--- src/rtl/mux2_arbiter_if.sv ---
// Request/grant bundle between the two mux sources and the arbiter.
// master = requesting side, slave = arbiter side.
interface mux2_arbiter_if;
  logic [1:0] req;
  logic [1:0] grant;
  logic       sel;
  logic       busy;

  modport master (
    output req,
    input  grant,
    input  sel,
    input  busy
  );

  modport slave (
    input  req,
    output grant,
    output sel,
    output busy
  );
endinterface

--- src/rtl/mux2_arbiter.sv ---
// Two-source round-robin arbiter driving the 2:1 mux select.
// Define MUX2_ARB_PREEMPT_EN to compile in the HOLD_MAX hold-limit timer.
module mux2_arbiter #(
  parameter int HOLD_MAX = 4
) (
  input  logic CLK,
  input  logic n_Reset,
  mux2_arbiter_if.slave bus
);

  typedef enum logic [1:0] {
    IDLE  = 2'd0,
    OWN_A = 2'd1,
    OWN_B = 2'd2
  } state_t;

  if (HOLD_MAX < 1 || HOLD_MAX > 255) begin : g_bad_hold
    $error("HOLD_MAX out of range 1..255");
  end

  state_t     state_q, state_d;
  logic [1:0] grant_q, grant_d;
  logic       sel_q, sel_d;
  logic       busy_q, busy_d;
  logic       last_q, last_d;
  logic       entry;
  logic       hold_exp;
  logic [1:0] req;

  assign req = bus.req;

`ifdef MUX2_ARB_PREEMPT_EN
  localparam int CW = $clog2(HOLD_MAX + 1);
  localparam logic [CW-1:0] LIM  = CW'(HOLD_MAX);
  localparam logic [CW-1:0] LIM1 = CW'(HOLD_MAX - 1);

  logic [CW-1:0] cnt_q, cnt_d;

  assign hold_exp = (cnt_q == LIM1);

  // Hold counter: cleared on entry, saturating while owned
  always_comb begin
    cnt_d = cnt_q;
    if (entry) begin
      cnt_d = '0;
    end else if (state_d != IDLE && cnt_q != LIM) begin
      cnt_d = cnt_q + CW'(1);
    end
  end

  // Hold counter register
  always_ff @(posedge CLK) begin
    if (!n_Reset) begin
      cnt_q <= '0;
    end else begin
      cnt_q <= cnt_d;
    end
  end
`else
  assign hold_exp = 1'b0;
`endif

  // Next state: release- and (optionally) hold-limit-driven handover
  always_comb begin
    state_d = state_q;
    unique case (state_q)
      OWN_A: begin
        if (req[1] && (!req[0] || hold_exp)) begin
          state_d = OWN_B;
        end else if (!req[0]) begin
          state_d = IDLE;
        end
      end
      OWN_B: begin
        if (req[0] && (!req[1] || hold_exp)) begin
          state_d = OWN_A;
        end else if (!req[1]) begin
          state_d = IDLE;
        end
      end
      default: begin
        unique case (1'b1)
          (req == 2'b01): state_d = OWN_A;
          (req == 2'b10): state_d = OWN_B;
          (req == 2'b11): state_d = last_q ? OWN_A : OWN_B;
          default:        state_d = IDLE;
        endcase
      end
    endcase
  end

  // Output and pointer next values derived from the next state
  always_comb begin
    entry   = (state_d != IDLE) && (state_d != state_q);
    grant_d = {state_d == OWN_B, state_d == OWN_A};
    busy_d  = (state_d != IDLE);
    sel_d   = sel_q;
    last_d  = last_q;
    if (state_d == OWN_A) sel_d = 1'b0;
    if (state_d == OWN_B) sel_d = 1'b1;
    if (entry) last_d = (state_d == OWN_B);
  end

  // FSM state and registered outputs
  always_ff @(posedge CLK) begin
    if (!n_Reset) begin
      state_q <= IDLE;
      grant_q <= 2'b00;
      sel_q   <= 1'b0;
      busy_q  <= 1'b0;
      last_q  <= 1'b1;
    end else begin
      state_q <= state_d;
      grant_q <= grant_d;
      sel_q   <= sel_d;
      busy_q  <= busy_d;
      last_q  <= last_d;
    end
  end

  assign bus.grant = grant_q;
  assign bus.sel   = sel_q;
  assign bus.busy  = busy_q;

endmodule

--- src/flat_wrapper.sv ---
// flat-port wrapper written by rule: the top's interface ports become plain ports
module mux2_arbiter_flat 
#(
  parameter int HOLD_MAX = 4
)
  (CLK, n_Reset, bus_req, bus_grant, bus_sel, bus_busy);
  mux2_arbiter_if bus_i ();
  input  logic CLK;
  input  logic n_Reset;
  input wire logic [$bits(bus_i.req)-1:0] bus_req;
  output wire logic [$bits(bus_i.grant)-1:0] bus_grant;
  output wire logic [$bits(bus_i.sel)-1:0] bus_sel;
  output wire logic [$bits(bus_i.busy)-1:0] bus_busy;
  assign bus_i.req = bus_req;
  assign bus_grant = bus_i.grant;
  assign bus_sel = bus_i.sel;
  assign bus_busy = bus_i.busy;
  mux2_arbiter #(.HOLD_MAX(HOLD_MAX)) u_core (.CLK(CLK), .n_Reset(n_Reset), .bus(bus_i));
endmodule
--- config.mk ---
export PLATFORM = sky130hd
export DESIGN_NAME = mux2_arbiter_flat
export DESIGN_NICKNAME = d
export VERILOG_FILES = /design/src/rtl/mux2_arbiter_if.sv /design/src/rtl/mux2_arbiter.sv /design/src/flat_wrapper.sv
export SDC_FILE = /design/constraint.sdc
export NUM_CORES = 1
export LEC_CHECK = 0
export CAP_MARGIN = 20
export CORE_MARGIN = 3
export CORE_UTILIZATION = 25
export DETAILED_ROUTE_END_ITERATION = 12
export PLACE_DENSITY = 0.46
export SYNTH_ARGS = -nofsm -noshare
export SYNTH_HDL_FRONTEND = slang
export SYNTH_SLANG_ARGS = --single-unit
export TNS_END_PERCENT = 1
--- constraint.sdc ---
create_clock -name CLK -period 3.4 [get_ports CLK]
set_input_delay 0.85 -clock CLK [delete_from_list [all_inputs] [get_ports CLK]]
set_output_delay 0.85 -clock CLK [all_outputs]
set_load 0.03 [all_outputs]
**Word level (Yosys, flattened, before mapping)**

Index checks and enable logic that the tools add are counted.

- Output and inout port bits: 4
- Bits of input ports: 4
- Register bits after elaboration: 7

- Multiplexer cells: 9
- Equality and inequality tests: 8
- Reduce and logical (&&, ||, !) cells: 7

Operators by type and width:

| operator | count |
|---|---|
| $mux W2 | 5 |
| $eq A2 B2 Y1 const B | 4 |
| $eq A2 B1 Y1 const B | 3 |
| $pmux W2 S3 | 1 |
| $pmux W2 S2 | 1 |
| $reduce_bool A2 Y1 | 2 |
| $logic_and A1 B1 Y1 | 3 |
| $logic_not A1 Y1 | 2 |
| $mux W1 | 2 |
| $ne A2 B2 Y1 | 1 |

**Longest topological paths before layout**

- Depth in word-level cells: 7
- Mapped depth: 8
- Gate-level depth less buffers: 7

**Least setup slack after synthesis**

OpenSTA, ideal clock, no wires.

- Path type: input to register
- Start: input port bus_req[0]
- End: register u_core.last_q
- Setup slack: 1.675 ns
- Buffers on the path: 1
- Cell stages on the path: 5
- Data arrival time: 1.603 ns
- Data required time: 3.278 ns
- Cell sequence: buf_6 > o21ai_2 > a311o_2 > o21ai_1 > o21ai_1

- Word-level cells in the longest chain between the ends: 6
- Elaborated cells between the ends (all ways): 15
- Those cells by class: eq/ne: 5; mux: 5; reduce/logical: 5

RTL lines:

| what | RTL line | source |
|---|---|---|
| from (decl) | flat_wrapper.sv:10 | `input wire logic [$bits(bus_i.req)-1:0] bus_req;` |
| parallel branches: the longest is 3 deep, another holds $pmux W2 S3 | n/a |  |
| $pmux W2 S2 (*) | mux2_arbiter.sv:66 | `unique case (state_q)` |
| $ne A2 B2 Y1 / $reduce_bool A2 Y1 (equally long branches) | mux2_arbiter.sv:94 | `entry = (state_d != IDLE) && (state_d != state_q);` |
| $logic_and A1 B1 Y1 | mux2_arbiter.sv:94 |  |
| to (signal assigned) | mux2_arbiter.sv:117 | `last_q <= last_d;` |
| to (decl) | mux2_arbiter.sv:25 | `logic last_q, last_d;` |

Every way passes the cells marked *.
A chain may end at the register's enable or synchronous reset.

**Final worst setup path**

Same ends and word-level chain as after synthesis.

==> run_results.csv <==
group,metric,value,unit
run_status,status,"completed",
global_route,grt_first_pass_wirelength,1.63,mm
worst_setup_path,critical_setup_path_kind,"input pin to flip-flop",
worst_setup_path,critical_path_arrival,2.43,ns
detailed_routing,drt_iter0_drc,14,
clocking,clock-sinks,7,
synthesis,syn_area_per_cell,7.66,µm²
clocking,clock_input_transition_at_the_sequential_cells_of_the_worst_setup_and_hold_paths,0.05,ns
timing,worst_clock_skew,0.000614,ns
synthesis,synth.distinct_cells,25,
layout,final_area,552,µm²
layout,fillers,176,
synthesis,synth.yosys.seq_area_share,0.315,
synthesis,synth_enable_flop_cells,0,
detailed_routing,routed-via-count,435,
timing,finalCritPeriodShare,0.679,
power_and_ir_drop,p_leak,0.215,nW
power_and_ir_drop,p_per_area,508,nW/µm²
placement,port-buffer-count,7,
synthesis,ys_seq_elements,7,
placement,dp_slack,0.874,ns
synthesis,synthDominantAreaCellType,"sky130_fd_sc_hd__dfxtp_1",
clocking,post_cts.repair.setup_buffers,0,
timing,layout_setup_ws,1.09,ns
layout,areaGrowthSynthToFinish,24.2,%
die,die_width,48.2,µm
run,drv_cap,0,
clocking,htree_num_levels,1,
die,die_height,48.2,µm
detailed_routing,route.detailed.wl_per_inst,11.1,µm
die,floorplan.rows,14,
timing,max_slew_margin,0.702,
global_route,gr-usage-all-layers,0.101,
worst_setup_path,critical_path.top_delay_family,"compound AO/OA/AOI/OAI gates",
die,ios,8,
global_route,globalRouteOverflowTotal,0,
clocking,post_cts_resized,0,
synthesis,synth-main-ff-cell,"sky130_fd_sc_hd__dfxtp_1",
synthesis,post_synth_main_area_contributors,"sky130_fd_sc_hd__dfxtp_1, sky130_fd_sc_hd__inv_1, sky130_fd_sc_hd__nand2_1, sky130_fd_sc_hd__ha_1, sky130_fd_sc_hd__a21oi_1",
detailed_routing,drt-total-wl,1.01,mm
synthesis,yosysWarningCount,0,
layout,final_net_count,74,
timing,fmaxAchievable,433,MHz
clocking,cts_bufs_inserted,3,
global_route,grt_max_degree,13,
worst_setup_path,setup.worst_path.start_class,"input pin",
timing,unrepaired_setup_endpoints_after_global_routing,"false",
timing,final.min_clock_period,2.31,ns
power_and_ir_drop,vdd_drop_max,0.218,mV
layout,final_core_util,0.346,
timing,setup_total_negative_slack,0,ns
die,start_util,0.279,
detailed_routing,residual_antenna_violating_net_count_after_detailed_routing,0,
synthesis,post_synth_instance_area,444,µm²
synthesis,synth_fp_nets,64,
worst_setup_path,critPathRequiredTime,3.53,ns
detailed_routing,detail_route.drc_violations,0,
clocking,cts_tree,"yes",
synthesis,yosysTopAreaCellShare,0.315,
placement,detailed_place_hpwl,711,µm
clocking,cts.root.buffer_cell,"sky130_fd_sc_hd__clkbuf_4",
detailed_routing,routed_via_density,4.78,
worst_setup_path,crit_top_cell,"sky130_fd_sc_hd__o21ai_1",
synthesis,synth.cells.most_frequent,"sky130_fd_sc_hd__dfxtp_1, sky130_fd_sc_hd__inv_1, sky130_fd_sc_hd__nand2_1",
worst_setup_path,timing.critical_path.fanout_max,12,
die,coreArea,1590,µm²
worst_setup_path,cp_num_buf_inv,1,
timing,finalSetupViolations,0,
synthesis,async_flop_share,0,
layout,antenna-diode-count,0,
timing,final_max_slew_viol_count,0,
synthesis,synth_cells,58,
min_path,worstHoldPathType,"flip-flop to flip-flop",
worst_setup_path,crit_path_cell_trace,"clkdlybuf4s50_1 > a211oi_2 > a311o_2 > o21ai_1 > o21ai_1",
worst_setup_path,worstSetupEndpointType,"flip-flop",
timing,timing_worst_slew_pin_value,0.445,ns
placement,placed_cell_area,526,µm²
timing,timing_hold_violations_final,0,
detailed_routing,detailedRoute.firstPassIterationCount,4,
layout,drive_gt1_frac,0.119,
placement,final_weighted_congestion_in_routability_driven_placement,0.783,
global_route,grt_pass1_vias,375,
clocking,hold_fix_buffers_at_cts,0,
global_route,antenna_found_initial,0,
power_and_ir_drop,total_power,0.280,mW
clocking,insertion_delay,0.24,ns
worst_setup_path,critical_path.max_stage_delay,0.74,ns
worst_setup_path,slowest_stage,"sky130_fd_sc_hd__clkdlybuf4s50_1",
die,die-area,2320,µm²
clocking,cts_buffer_depth,2,
-- stage by stage --
| stage | hold slack [ns] | instances |
|---|---|---|
| 2_1_floorplan | 0.576 | 58 |
| 3_3_place_gp | 0.454 | 87 |
| 3_5_place_dp | 0.450 | 87 |
| 4_1_cts | 0.472 | 91 |
| 5_1_grt | 0.515 | 91 |
| 6_report | 0.465 | 91 |
-- kinds of logic after synthesis --
kind of cell / Yosys count / share of synthesized area
fa+ha+maj: 2 / 0.0563
compound gates: 19 / 0.290
buf+inv: 9 / 0.101
simple gates: 21 / 0.237
flops: 7 / 0.315
-- placed cells by master, fill, tap and decap left out, drive strengths merged, types with 2 or more instances in the layout --
cell type and count:
o21ai 8, inv 7, nand2 7, clkdlybuf4s50 7, dfxtp 7, nor2 5, a21oi 5, clkbuf 4
nor3 3, ha 2, nor4 2
-- cell type report --
class | count | area [µm²] | share of cell area
multi-input cells | 42 | 259 | 0.469
repair buffers | 7 | 70.1 | 0.127
clock buffers | 4 | 26.3 | 0.0476
inverters | 7 | 26.3 | 0.0476
well taps | 24 | 30.0 | 0.0544
flip-flops and latches | 7 | 140 | 0.254
-- routing by layer --
metal,vias to the layer above,share of wire,GRT usage
met3,0,0.045,0.0332
met5,-,0,0
met1,204,0.51,0.149
met4,0,0,0.0484
li1,222,-,-
met2,9,0.45,0.128
-- worst min-delay path, cell delays in order, from the launching register on --
cell	delay (ns)
sky130_fd_sc_hd__dfxtp_1	0.31
sky130_fd_sc_hd__nand2_1	0.05
sky130_fd_sc_hd__a21oi_1	0.06
-- registers in the layout, summed over array words and instances, names as in the netlist --
register	count
u_core.last_q	1
u_core.state_q	2
u_core.bus.grant	2
u_core.bus.busy	1
u_core.bus.sel	1
-- report_power, final --
group          switching, mW  total (mW)  leakage (nW)  internal [mW]
clock                 0.0281      0.0727        0.0150         0.0446
sequential           0.00929       0.103        0.0580         0.0935
combinational         0.0639       0.105         0.142         0.0411
-- path summary, 6_finish.rpt --
check / start / to / slack [ns] / cells after the start
worst min register to register: u_core.bus.sel / u_core.bus.sel / 0.47 / 2
worst max-delay path: bus_req[0] / u_core.last_q / 1.09 / 5
worst min-delay path: u_core.bus.sel / u_core.bus.sel / 0.47 / 2
worst max register to register: u_core.state_q[0] / u_core.bus.sel / 1.41 / 7
No activity file was read; power rests on OpenSTA's default activity.
